===== config.mk =====
export PLATFORM = sky130hd
export DESIGN_NAME = qout_packer
export DESIGN_NICKNAME = d
export VERILOG_FILES = /design/src/rtl/qout_pkg.sv /design/src/rtl/qout_fifo.sv /design/src/rtl/qout_packer.sv
export SDC_FILE = /design/constraint.sdc
export NUM_CORES = 1
export LEC_CHECK = 0
export CORE_MARGIN = 2
export CORE_UTILIZATION = 25
export DETAILED_ROUTE_END_ITERATION = 10
export GPL_TIMING_DRIVEN = 0
export MAX_ROUTING_LAYER = met4
export PLACE_DENSITY_LB_ADDON = 0.1
export SETUP_SLACK_MARGIN = 0.15
export SYNTH_ARGS = -nofsm -noshare
export SYNTH_HDL_FRONTEND = slang
export SYNTH_HIERARCHICAL = 1
export SYNTH_SLANG_ARGS = --single-unit

===== constraint.sdc =====
create_clock -name clk -period 16.1 [get_ports clk]
set_input_delay 2.415 -clock clk [delete_from_list [all_inputs] [get_ports clk]]
set_output_delay 2.415 -clock clk [all_outputs]
set_load 0.05 [all_outputs]

===== src/rtl/qout_pkg.sv =====
// Shared widths and FIFO entry layout for the quantized-output path (packer and out_buffer).
package qout_pkg;

    localparam int unsigned DefDataW = 8;
    localparam int unsigned DefPack  = 4;
    localparam int unsigned DefDepth = 8;

    // One FIFO entry; field order matches the flat vector {data, strb, last} used by the packer.
    typedef struct packed {
        logic [DefPack*DefDataW-1:0] data;
        logic [DefPack-1:0]          strb;
        logic                        last;
    } qout_entry_t;

    // Bit width of one flattened FIFO entry.
    function automatic int unsigned entry_width(input int unsigned data_w, input int unsigned pack);
        return pack * data_w + pack + 1;
    endfunction

endpackage


===== src/rtl/qout_fifo.sv =====
// Generic synchronous FIFO with wrap-bit pointers; full/empty/fill derived from the pointers.
module qout_fifo #(
    parameter int unsigned Width = 8,
    parameter int unsigned Depth = 8
) (
    input  logic                   clk_i,
    input  logic                   rst_i,
    input  logic                   push_i,
    input  logic [Width-1:0]       wdata_i,
    input  logic                   pop_i,
    output logic [Width-1:0]       rdata_o,
    output logic                   full_o,
    output logic                   empty_o,
    output logic [$clog2(Depth):0] fill_o
);

    localparam int unsigned AddrW = $clog2(Depth);
    localparam int unsigned PtrW  = AddrW + 1;

    logic [PtrW-1:0]  wr_ptr_q, wr_ptr_d;
    logic [PtrW-1:0]  rd_ptr_q, rd_ptr_d;
    logic [Width-1:0] mem_q [Depth];

    // Pointer advance on push and pop; both may happen in the same cycle.
    always_comb begin
        wr_ptr_d = wr_ptr_q;
        rd_ptr_d = rd_ptr_q;
        if (push_i) begin
            wr_ptr_d = wr_ptr_q + PtrW'(1);
        end
        if (pop_i) begin
            rd_ptr_d = rd_ptr_q + PtrW'(1);
        end
    end

    // Pointer registers.
    always_ff @(posedge clk_i or posedge rst_i) begin
        if (rst_i) begin
            wr_ptr_q <= '0;
            rd_ptr_q <= '0;
        end else begin
            wr_ptr_q <= wr_ptr_d;
            rd_ptr_q <= rd_ptr_d;
        end
    end

    // Storage write; contents need no reset since empty gates the read data.
    always_ff @(posedge clk_i) begin
        if (push_i) begin
            mem_q[wr_ptr_q[AddrW-1:0]] <= wdata_i;
        end
    end

    assign empty_o = (wr_ptr_q == rd_ptr_q);
    assign full_o  = (wr_ptr_q[AddrW-1:0] == rd_ptr_q[AddrW-1:0]) &&
                     (wr_ptr_q[AddrW] != rd_ptr_q[AddrW]);
    assign fill_o  = wr_ptr_q - rd_ptr_q;
    // Drive zeros while empty so the output is defined out of reset.
    assign rdata_o = empty_o ? '0 : mem_q[rd_ptr_q[AddrW-1:0]];

    overflow_a: assert property (@(posedge clk_i) disable iff (rst_i) !(push_i && full_o));
    underflow_a: assert property (@(posedge clk_i) disable iff (rst_i) !(pop_i && empty_o));

endmodule


===== src/rtl/qout_packer.sv =====
// Packs a stream of quantized values into PACK-lane words and queues them for out_buffer.
module qout_packer
    import qout_pkg::*;
#(
    parameter int unsigned DATA_W = DefDataW,
    parameter int unsigned PACK   = DefPack,
    parameter int unsigned DEPTH  = DefDepth
) (
    input  logic                   clk,
    input  logic                   rst,
    input  logic                   in_valid,
    input  logic [DATA_W-1:0]      in_data,
    input  logic                   in_last,
    output logic                   in_ready,
    output logic                   out_valid,
    output logic [PACK*DATA_W-1:0] out_data,
    output logic [PACK-1:0]        out_strb,
    output logic                   out_last,
    input  logic                   out_ready,
    output logic [$clog2(DEPTH):0] fill
);

    localparam int unsigned EntryW = entry_width(DATA_W, PACK);
    localparam int unsigned LaneW  = $clog2(PACK);
    localparam logic [LaneW-1:0] LaneMax = LaneW'(PACK - 1);

    logic [LaneW-1:0]              lane_cnt_q, lane_cnt_d;
    // Only PACK-1 lanes are stored; the final lane comes straight from in_data.
    logic [PACK-2:0][DATA_W-1:0]   lanes_q, lanes_d;
    logic                          accept;
    logic                          word_done;
    logic                          fifo_full;
    logic                          fifo_empty;
    logic [PACK*DATA_W-1:0]        word_data;
    logic [PACK-1:0]               word_strb;
    logic [EntryW-1:0]             push_entry;
    logic [EntryW-1:0]             head_entry;

    // Conservative: ignores a same-cycle pop so out_ready never reaches in_ready.
    assign in_ready  = !fifo_full;
    assign accept    = in_valid && in_ready;
    assign word_done = accept && ((lane_cnt_q == LaneMax) || in_last);

    // Lane counter and packing register next state.
    always_comb begin
        lane_cnt_d = lane_cnt_q;
        lanes_d    = lanes_q;
        if (accept) begin
            if (word_done) begin
                lane_cnt_d = '0;
            end else begin
                lane_cnt_d = lane_cnt_q + LaneW'(1);
            end
            for (int unsigned i = 0; i < PACK - 1; i++) begin
                if (lane_cnt_q == LaneW'(i)) begin
                    lanes_d[i] = in_data;
                end
            end
        end
    end

    // Assemble the completing word: stored lanes below lane_cnt, in_data at lane_cnt, zeros above.
    always_comb begin
        word_data = '0;
        word_strb = '0;
        for (int unsigned i = 0; i < PACK - 1; i++) begin
            if (LaneW'(i) < lane_cnt_q) begin
                word_data[i*DATA_W +: DATA_W] = lanes_q[i];
            end
        end
        for (int unsigned i = 0; i < PACK; i++) begin
            if (LaneW'(i) == lane_cnt_q) begin
                word_data[i*DATA_W +: DATA_W] = in_data;
            end
            if (LaneW'(i) <= lane_cnt_q) begin
                word_strb[i] = 1'b1;
            end
        end
    end

    // Packing state registers; reset drops any partial word.
    always_ff @(posedge clk or posedge rst) begin
        if (rst) begin
            lane_cnt_q <= '0;
            lanes_q    <= '0;
        end else begin
            lane_cnt_q <= lane_cnt_d;
            lanes_q    <= lanes_d;
        end
    end

    assign push_entry = {word_data, word_strb, in_last};

    qout_fifo #(
        .Width (EntryW),
        .Depth (DEPTH)
    ) u_fifo (
        .clk_i   (clk),
        .rst_i   (rst),
        .push_i  (word_done),
        .wdata_i (push_entry),
        .pop_i   (out_valid && out_ready),
        .rdata_o (head_entry),
        .full_o  (fifo_full),
        .empty_o (fifo_empty),
        .fill_o  (fill)
    );

    assign out_valid                      = !fifo_empty;
    assign {out_data, out_strb, out_last} = head_entry;

endmodule


==> out/results.tsv <==
metric	value	unit
timing.final.hold_violations	0	
peakVddDrop	0.111	mV
antenna_left	0	
p_per_area	226	nW/um2
worstPathCellList	buf_4 > clkbuf_1 > inv_1 > ha_1 > and4_1 > buf_2 > nor2_4 > buf_6 > a22o_1 > clkdlybuf4s50_1	
pre_cts_slack	9.52	ns
drive_gt1_share	28.5	%
dpl_cell_area	14900	um2
max_stage_delay	0.84	ns
netlist_top_cells_area	edfxtp_1 (68%), mux4_2 (13%), dfrtp_1 (6.5%), a22o_1 (2.9%), mux2_2 (2.8%)	
drc	0	
layout_min_cycle_time	7.02	ns
gp_congestion	0.677	
fin_hold_ws	0.489	ns
maxSlewHeadroom	28.9	%
final_cell_count_no_fill	1454	
critical_path_arrival	4.61	ns
numCtsBuffers	38	
setup_viol	0	
ys_ff_latch	330	
cp-start-kind	flip-flop	
dp.cells	1385	
rsz0062_at_grt	false	
clk_pin_slew	0.05	ns
setup_ws	9.08	ns
synth_most_common_cell	edfxtp_1	
crit_family	buffers and inverters	
end_kind	primary output	
ys_async_sr_fraction	10.3	%
cts-resized-gates	0	
vias	6432	
track_usage	13.3	%
yosys.area.top_type	edfxtp_1	
ff_latch_area	9740	um2
clk_path_buf_depth	3	
worst-setup-path-type	flip-flop to primary output	
cts_hold_buf	0	
syn_area_per_cell	21.0	um2
cap_violations	0	
antenna_found_initial	1	
critical_path.slowest_cell	clkdlybuf4s50_1	
rows	83	
grt_first_pass_wirelength	49200	um
initial_core_util	25.4	%
finalMaxSlewViolations	0	
avgViaCountPerCell	4.42	
synthTopCellsByCount	edfxtp_1 (296), mux4_2 (74), a22o_1 (44)	
stdcell_area	16200	um2
fin_nets	769	
synth_edf_count	296	
drtIter0Drc	342	
ys_seq_area_share	74.5	%
p_leak	5.36	nW
synth_area	13100	um2
tightest_slew	1.06	ns
syn2layout_area_growth	23.6	%
die_y	233	um
grt_pass1_vias	7092	
dieArea	54100	um2
clkLatencyLatePin	0.53	ns
port_buffers	55	
synthDistinctLibCells	32	
ys.flop_type	edfxtp_1	
dr.pass1.iters	6	
tritoncts	built	
fin_setup_tns	0	ns
multi_input_area	3120	um2
cts_setup_buffers	0	
wl_per_cell	23.6	um
synth_top_area_share	68.0	%
required	13.69	ns
ios	56	
grt_start_max_net_pins	27	
period_share	43.6	%
cp.buffers_inverters	6	
hpwlAfterDp	21800	um
clock.fmax	0.142	GHz
grt-ovfl-total	0	
die_x	233	um
htree_levels	2	
synth_cells	621	
root_buffer	clkbuf_16	
clock_skew	0.0210	ns
wirelength	34300	um
hold_class	flip-flop to flip-flop	
clock-sinks	330	
synth_warnings	6	
cp_max_fo	10	
n_fill_cell	5052	
status	completed	
coreArea	51500	um2
cell families (layout without fill, tap and decap cells):
| logic type | after synthesis | count (layout) | share of synthesized area [%] |
|---|---|---|---|
| fa+ha+maj | 11 | 11 | 1.11 |
| flops | 330 | 330 | 74.5 |
| buf+inv | 44 | 189 | 2.20 |
| xor+xnor | 9 | 9 | 0.603 |
| simple gates | 61 | 61 | 2.41 |
| other cells | 1 | 9 | 0.0287 |
| compound gates | 58 | 58 | 3.50 |
| mux | 107 | 107 | 15.6 |
sequential cells by signal (all words and copies together), names as in the netlist:
signal,cells
u_fifo/mem_q,296
u_fifo/wr_ptr_q,4
lanes_q,24
u_fifo/rd_ptr_q,4
lane_cnt_q,2
per-layer routing:
metal	GRT usage (%)	routed length, um
met1	17.5	15800
met2	21.2	16500
met3	2.27	1230
met4	3.78	754
met5	-	0
layout make-up:
| class | count | share of cell area (%) |
|---|---|---|
| plain buffers | 30 | 1.46 |
| well taps | 680 | 5.27 |
| flip-flops and latches | 330 | 60.3 |
| clock inverters | 22 | 1.32 |
| clock buffers | 46 | 6.26 |
| inverters | 14 | 0.325 |
| repair buffers | 77 | 5.73 |
| diodes | 1 | 0.0155 |
| multi-input cells | 254 | 19.3 |
stage by stage:
stage	power [mW]	util (%)
floorplan	2.28	-
global placement	2.82	28.1
detailed placement	2.87	29.0
CTS	3.73	31.3
global route	3.83	31.4
finish	3.65	31.4
worst register-to-register path, stage by stage, from the launching register on:
cell and delay, ns:
dfrtp_1 0.58, buf_4 0.32, clkbuf_1 0.61, inv_1 0.14, ha_1 0.34, nand3_1 0.10
nor2_1 0.13, nand2b_1 0.24, nor2_1 0.40, nand2b_1 0.33, nor3_2 0.64, buf_6 0.25
buf_6 0.19, buf_6 0.19, buf_8 0.16
power by group:
part	total, mW	internal [mW]	switching [mW]
Sequential	1.19	1.14	0.0504
Combinational	1.61	0.608	1.01
Clock	0.841	0.510	0.331
Total	3.65	2.26	1.39
path summary, 6_finish.rpt:
kind                                     from                  end  slack (ns)  depth (start not counted)
min in group asynchronous                 rst   u_fifo/wr_ptr_q[0]        2.27                          2
min                        u_fifo/wr_ptr_q[3]   u_fifo/wr_ptr_q[3]        0.49                          1
max                        u_fifo/rd_ptr_q[1]         out_data[26]        9.08                         10
max in group asynchronous                 rst        lane_cnt_q[1]       12.87                          2
min reg2reg                u_fifo/wr_ptr_q[3]   u_fifo/wr_ptr_q[3]        0.49                          1
max reg2reg                u_fifo/rd_ptr_q[1]  u_fifo/mem_q[0][16]       11.21                         14
cells in the final DEF (no fill, tap or decap), types with 11 or more instances in the layout:
| cell | count |
|---|---|
| o21ai_0 | 12 |
| edfxtp_1 | 296 |
| inv_1 | 14 |
| mux4_2 | 74 |
| clkinv_2 | 11 |
| clkbuf_16 | 38 |
| clkdlybuf4s50_1 | 55 |
| buf_6 | 17 |
| clkbuf_1 | 15 |
| a22o_1 | 44 |
| mux2_2 | 33 |
| nand2_1 | 28 |
| dfrtp_1 | 34 |
Power figures use the tool's default switching activity.
